**src/rtl/miriscv_mem_arbiter.sv**
```systemverilog
// -----------------------------------------------------------------------------
// miriscv_mem_arbiter
//
// Two-master arbiter in front of a single-port data RAM. Master 0 is the core
// LSU and master 1 is the DMA/debug port. At most one transaction is in flight.
// A grant is issued in an IDLE cycle, and the response comes back in the
// following RESP cycle, so throughput is one transaction every two cycles.
//
// Handshake (both masters):
//   mN_req_i is held high, with we/be/addr/wdata stable, until mN_gnt_o is seen
//   high in the same cycle. The request is accepted on that clock edge.
//   Exactly one cycle later mN_rvalid_o pulses for one cycle, together with
//   mN_rdata_o and mN_err_o. If req is still high after rvalid, that is a new
//   request that competes in the next IDLE cycle.
//
// Parameters:
//   RAM_SIZE          RAM size in bytes. Byte addresses >= RAM_SIZE never
//                     reach the RAM and complete with an error response.
//
// Configuration macro:
//   MIRISCV_ARB_ROUND_ROBIN_EN
//     defined   - when both masters request, grant the one not granted last.
//     undefined - fixed priority: master 0 wins simultaneous requests.
//
// Ports:
//   clk_i, rst_n_i            clock and synchronous active-low reset
//   mN_req_i/we_i/be_i/       master N request, write enable, byte enables,
//   addr_i/wdata_i            byte address and write data
//   mN_gnt_o                  master N request accepted this cycle
//   mN_rvalid_o/rdata_o/err_o master N response pulse, read data, error flag
//   mem_req_o/we_o/be_o/      RAM data-port controls
//   addr_o/wdata_o
//   mem_rdata_i               RAM read data, valid one cycle after mem_req_o
//   dbg_state_o               FSM state (0 = IDLE, 1 = RESP)
//   dbg_last_grant_o          master granted most recently
// -----------------------------------------------------------------------------
module miriscv_mem_arbiter #(
    parameter int unsigned RAM_SIZE = 256
) (
    input  logic        clk_i,
    input  logic        rst_n_i,

    input  logic        m0_req_i,
    input  logic        m0_we_i,
    input  logic [3:0]  m0_be_i,
    input  logic [31:0] m0_addr_i,
    input  logic [31:0] m0_wdata_i,
    output logic        m0_gnt_o,
    output logic        m0_rvalid_o,
    output logic [31:0] m0_rdata_o,
    output logic        m0_err_o,

    input  logic        m1_req_i,
    input  logic        m1_we_i,
    input  logic [3:0]  m1_be_i,
    input  logic [31:0] m1_addr_i,
    input  logic [31:0] m1_wdata_i,
    output logic        m1_gnt_o,
    output logic        m1_rvalid_o,
    output logic [31:0] m1_rdata_o,
    output logic        m1_err_o,

    output logic        mem_req_o,
    output logic        mem_we_o,
    output logic [3:0]  mem_be_o,
    output logic [31:0] mem_addr_o,
    output logic [31:0] mem_wdata_o,
    input  logic [31:0] mem_rdata_i,

    output logic        dbg_state_o,
    output logic        dbg_last_grant_o
);

    typedef enum logic {
        ST_IDLE = 1'b0,
        ST_RESP = 1'b1
    } state_t;

    state_t      state_q, state_d;
    logic        last_grant_q;  // master granted most recently
    logic        sel_q;         // master that owns the in-flight transaction
    logic        we_q;          // in-flight transaction is a write
    logic        err_q;         // in-flight transaction is out of range

    logic        any_req;
    logic        sel;           // 0 = master 0, 1 = master 1
    logic        grant;
    logic        sel_we;
    logic [3:0]  sel_be;
    logic [31:0] sel_addr;
    logic [31:0] sel_wdata;
    logic        in_range;
    logic [31:0] resp_rdata;

    // ------------------------------------------------------------------
    // Master selection. Only meaningful when any_req is high.
    // ------------------------------------------------------------------
    always_comb begin
        any_req = m0_req_i | m1_req_i;
`ifdef MIRISCV_ARB_ROUND_ROBIN_EN
        if (m0_req_i && m1_req_i) begin
            sel = ~last_grant_q;
        end else begin
            sel = ~m0_req_i;
        end
`else
        sel = ~m0_req_i;
`endif
    end

    assign sel_we    = sel ? m1_we_i    : m0_we_i;
    assign sel_be    = sel ? m1_be_i    : m0_be_i;
    assign sel_addr  = sel ? m1_addr_i  : m0_addr_i;
    assign sel_wdata = sel ? m1_wdata_i : m0_wdata_i;
    assign in_range  = (sel_addr < 32'(RAM_SIZE));

    // Writes and out-of-range accesses return zero data.
    assign resp_rdata = (err_q || we_q) ? 32'h0 : mem_rdata_i;

    // ------------------------------------------------------------------
    // Next state and outputs. Everything is forced to zero while reset is
    // asserted so a transaction caught by reset never produces a response.
    // ------------------------------------------------------------------
    always_comb begin
        state_d     = state_q;
        grant       = 1'b0;
        m0_gnt_o    = 1'b0;
        m1_gnt_o    = 1'b0;
        m0_rvalid_o = 1'b0;
        m1_rvalid_o = 1'b0;
        m0_rdata_o  = 32'h0;
        m1_rdata_o  = 32'h0;
        m0_err_o    = 1'b0;
        m1_err_o    = 1'b0;
        mem_req_o   = 1'b0;
        mem_we_o    = 1'b0;
        mem_be_o    = 4'h0;
        mem_addr_o  = 32'h0;
        mem_wdata_o = 32'h0;

        if (rst_n_i) begin
            case (state_q)
                ST_IDLE: begin
                    if (any_req) begin
                        grant       = 1'b1;
                        state_d     = ST_RESP;
                        m0_gnt_o    = ~sel;
                        m1_gnt_o    = sel;
                        mem_req_o   = in_range;
                        mem_we_o    = sel_we;
                        mem_be_o    = sel_be;
                        mem_addr_o  = sel_addr;
                        mem_wdata_o = sel_wdata;
                    end
                end
                ST_RESP: begin
                    state_d = ST_IDLE;
                    if (sel_q) begin
                        m1_rvalid_o = 1'b1;
                        m1_rdata_o  = resp_rdata;
                        m1_err_o    = err_q;
                    end else begin
                        m0_rvalid_o = 1'b1;
                        m0_rdata_o  = resp_rdata;
                        m0_err_o    = err_q;
                    end
                end
                default: state_d = ST_IDLE;
            endcase
        end
    end

    // ------------------------------------------------------------------
    // State register and per-transaction context.
    // ------------------------------------------------------------------
    always_ff @(posedge clk_i) begin
        if (!rst_n_i) begin
            state_q      <= ST_IDLE;
            last_grant_q <= 1'b1;  // so master 0 wins the first contention
            sel_q        <= 1'b0;
            we_q         <= 1'b0;
            err_q        <= 1'b0;
        end else begin
            state_q <= state_d;
            if (grant) begin
                last_grant_q <= sel;
                sel_q        <= sel;
                we_q         <= sel_we;
                err_q        <= ~in_range;
            end
        end
    end

    assign dbg_state_o      = state_q;
    assign dbg_last_grant_o = last_grant_q;

endmodule

```
**config.mk**
```make
export PLATFORM = sky130hd
export DESIGN_NAME = miriscv_mem_arbiter
export DESIGN_NICKNAME = d
export VERILOG_FILES = /design/src/rtl/miriscv_mem_arbiter.sv
export SDC_FILE = /design/constraint.sdc
export NUM_CORES = 1
export LEC_CHECK = 0
export ABC_AREA = 1
export CELL_PAD_IN_SITES_DETAIL_PLACEMENT = 0
export CELL_PAD_IN_SITES_GLOBAL_PLACEMENT = 1
export CORE_ASPECT_RATIO = 1.2
export CORE_UTILIZATION = 11
export DETAILED_ROUTE_END_ITERATION = 10
export PLACE_DENSITY = 0.92
export SKIP_CTS_REPAIR_TIMING = 1
export SLEW_MARGIN = 20
export SYNTH_ARGS = -nofsm -noshare
export SYNTH_HDL_FRONTEND = slang
export SYNTH_SLANG_ARGS = --single-unit
```
**constraint.sdc**
```tcl
create_clock -name clk_i -period 2.75 [get_ports clk_i]
set_input_delay 0.275 -clock clk_i [delete_from_list [all_inputs] [get_ports clk_i]]
set_output_delay 0.275 -clock clk_i [all_outputs]
set_load 0.01 [all_outputs]
```
; Word level (Yosys, flattened, before mapping)
; Cells that the tools add are included.
[op_classes]
n_lt_le_gt_ge = 1
n_mux = 48
n_bitwise = 4
n_reduce_logical = 1
[op_table]
columns = operator, n
row1 = $mux 32, 15
row2 = $lt 32x9->1 const B, 1
row3 = $mux 1, 28
row4 = $mux 4, 4
row5 = $not 1->1, 3
row6 = $pmux 1 s2, 1
row7 = $logic_or 1x1->1, 1
row8 = $or 1x1->1, 1
[word_totals]
register_bits = 5
input_bits = 174
elab_cells = 59

; Logic depth before layout (Yosys ltp)
[logic_depth]
depth_word = 5
mapped_depth = 11

; Worst setup path after synthesis
; Ideal clock, no wire load.
[synth_timing]
kind = reg-to-output
start = register state_q (netlist: dbg_state_o)
end = output port m0_rdata_o[10]
t_arrival_ns = 1.382
path_slack_ns = 1.093
path_stages_with_launch = 6
path_buffers = 1
path_cell_list = dfxtp_1 -> inv_1 -> nor3_1 -> inv_1 -> buf_2 -> nor2_1
[synth_between]
elab_chain_cells = 2
[synth_rtl]
columns = element, line_no
row1 = "start, declared", 79  ; state_t state_q, state_d;
row2 = "start signal, assigned", 184  ; state_q <= state_d;
row3 = $mux 32, 142  ; case (state_q)
row4 = $mux 32, 141  ; if (rst_n_i) begin
row5 = "end, declared", 50  ; output logic [31:0] m0_rdata_o,
; Every way passes these cells.

; Worst setup path after layout
[layout_timing]
start = input port m1_req_i
end = output port mem_wdata_o[20]
[layout_between]
elab_chain_cells = 4
[layout_rtl]
columns = element, line_no
row1 = "start, declared", 53  ; input logic m1_req_i,
row2 = $or 1x1->1, 99  ; any_req = m0_req_i | m1_req_i;
row3 = $mux 32, 144  ; if (any_req) begin
row4 = $mux 32, 142
row5 = $mux 32, 141
row6 = "end, declared", 67  ; output logic [31:0] mem_wdata_o,
; Every way passes these cells.

==> impl_metrics.toml <==
[detailed_routing]
drc = 0
via_per_inst = 3.94
drt-wirelength-per-cell_um = 13.8
vias = 3334
drt_iter0_drc = 127
firstDrtPassIters = 4
ant_nets = 0
totalWireLength_mm = 11.7

[clock_tree]
clock_path_buffers = 2
clk_pin_slew_worst_paths_ps = 30
htree_levels = 1
worstSkewPairLatency_ps = 230
numCtsBuffers = 3
cts_root_buffer = "clkbuf_16"
cts_sinks = 5
cts_tree = "done"

[job]
cap_viol_max_count = 0

[synthesis]
async_reset_ff_share_pct = 0
synth_common_cells = "nand2_1 (105), nor2_1 (94), a22o_1 (44)"
ys_seq_area_share_pct = 5.81
netlist_area_mm2 = 0.00172
synth.top_cell.area_share_pct = 22.9
syn_area_per_cell_um2 = 5.13
netlist_instances = 336
yosys.cell_count.top_type = "nand2_1"
synth.net_count = 510
synth_edf_count = 0
ys_warn_count = 0
synth_ff_type = "dfxtp_1"
synth.area.top_cells = "nand2_1 (23%), a22o_1 (22%), nor2_1 (20%)"
synth_top_cell_by_area = "nand2_1"
synth.ff_latch_count = 5
synth.distinct_cells = 22

[floorplan]
die_h_um = 139
die_w_um = 116
initial_core_util_pct = 11.4
rows = 49
core_area_mm2 = 0.0151
die-area_mm2 = 0.0162
io-pin-count = 316

[global_routing]
grt_pass1_wl_mm = 16.4
grt_start_max_net_pins = 46
first_global_vias = 3060
gr-total-overflow = 0
track_usage_pct = 13.1
antenna_found_initial = 1

[sta]
slew_headroom_pct = 76.8
hold_violations = 0
whs_ps = 477
slew_violations = 0
clock_skew_ps = 1.24
rsz0062_at_grt = "no"
post-route-min-period_ps = 2500
fmax_mhz = 400
fin_crit_sh_pct = 91.0
finalSetupTns_ps = 0
setup_viol = 0
tightest_slew_ps = 347

[critical_path]
cp.required_ps = 2480
path_cells = "clkdlybuf4s50_1 > nor2_4 > nor2_4 > nand2_1 > inv_2 > nand2_4 > inv_6 > a22o_1 > clkdlybuf4s50_1"
path_max_fanout = 45
slowest_stage = "clkdlybuf4s50_1"
path_class = "in2out"
path_delay_family = "buffers and inverters"
arrival_ps = 2230
path_buf_inv = 4
cp-end-kind = "output pin"
start_kind = "primary input"
crit_path_max_incr_delay_ps = 570

[placed_design]
gp_congestion = 0.792
dpl.cell_count = 841
port_buffers = 315
placed_cell_area_mm2 = 0.00507
dp.final_hpwl_mm = 9.80

[cells_and_area]
fillers = 1599
layout-drive-gt1-share_pct = 4.21
multi_input_area_mm2 = 0.00135
final_nets = 816
seq_area_um2 = 100
final_util_pct = 34.1
synthToLayoutAreaGrowth_pct = 200
stdcell_count = 846
stdcell_area_mm2 = 0.00517

[run_status]
status = "completed"

[worst_hold_path]
min_path_type = "reg2reg"

[power_and_ir_drop]
ir_drop_v = 0.000202
p_leak_nw = 2.10
p_per_area_mw_per_mm2 = 203
[cells by family after synthesis]
| group | Yosys count | share of synthesized area, % |
|---|---|---|
| simple gates | 212 | 48.8 |
| flops | 5 | 5.81 |
| compound gates | 67 | 29.0 |
| buf+inv | 52 | 16.3 |
[report_power, final]
group / internal, mW / total [mW] / switching [mW]
logic: 0.439 / 0.724 / 0.284
clock network: 0.192 / 0.241 / 0.0489
registers: 0.0787 / 0.0840 / 0.00528
[state kept, by name, indices dropped and copies added (netlist names)]
name	cells
we_q	1
dbg_last_grant_o	1
dbg_state_o	1
err_q	1
sel_q	1
[stage by stage]
step / setup WS [ps] / power [mW]
final: 248 / 1.05
after global routing: 104 / 1.12
after CTS: 41.4 / 1.06
after detailed placement: 43.7 / 0.810
after global placement: 25.3 / 0.811
after floorplan: 1090 / 0.344
[worst min-delay path, stage by stage, from the launching register on]
cell	delay, ps
dfxtp_1	310
nand2_1	60
a21oi_1	60
[cell usage in the layout (no fill, tap or decap), types with 3 or more instances in the layout]
cell type and n:
o21ai_1 7, clkbuf_16 3, nand3_1 3, nand2_1 105
a21oi_1 13, a22o_1 44, clkdlybuf4s50_1 314, dfxtp_1 5
buf_4 7, o21ai_0 3, nor2_1 93, inv_1 23
[layout make-up]
class	instances	share of cell area (%)
well taps	204	4.94
repair buffers	326	63.3
flip-flops and latches	5	1.94
multi-input cells	279	26.1
inverters	27	2.15
clock buffers	4	1.53
diodes	1	0.0484
[final timing paths]
| path | start | endpoint | slack, ps | cells past startpoint |
|---|---|---|---|---|
| max | m1_req_i | mem_wdata_o[20] | 250 | 9 |
| min | we_q$_SDFFE_PN0P_ | we_q$_SDFFE_PN0P_ | 480 | 2 |
| max reg2reg | dbg_state_o$_SDFF_PN0_ | err_q$_SDFFE_PN0P_ | 1470 | 7 |
| min reg2reg | we_q$_SDFFE_PN0P_ | we_q$_SDFFE_PN0P_ | 480 | 2 |
[routing by layer]
metal | vias to the layer above | global-route usage [%] | share of wire, %
li1 | 1695 | - | -
met1 | 1436 | 14.0 | 36
met2 | 189 | 24.7 | 50
met3 | 14 | 3.67 | 12
met4 | 0 | 3.04 | 1.7
met5 | - | 0 | 0
Note: power is estimated with default switching activity, not from simulation.
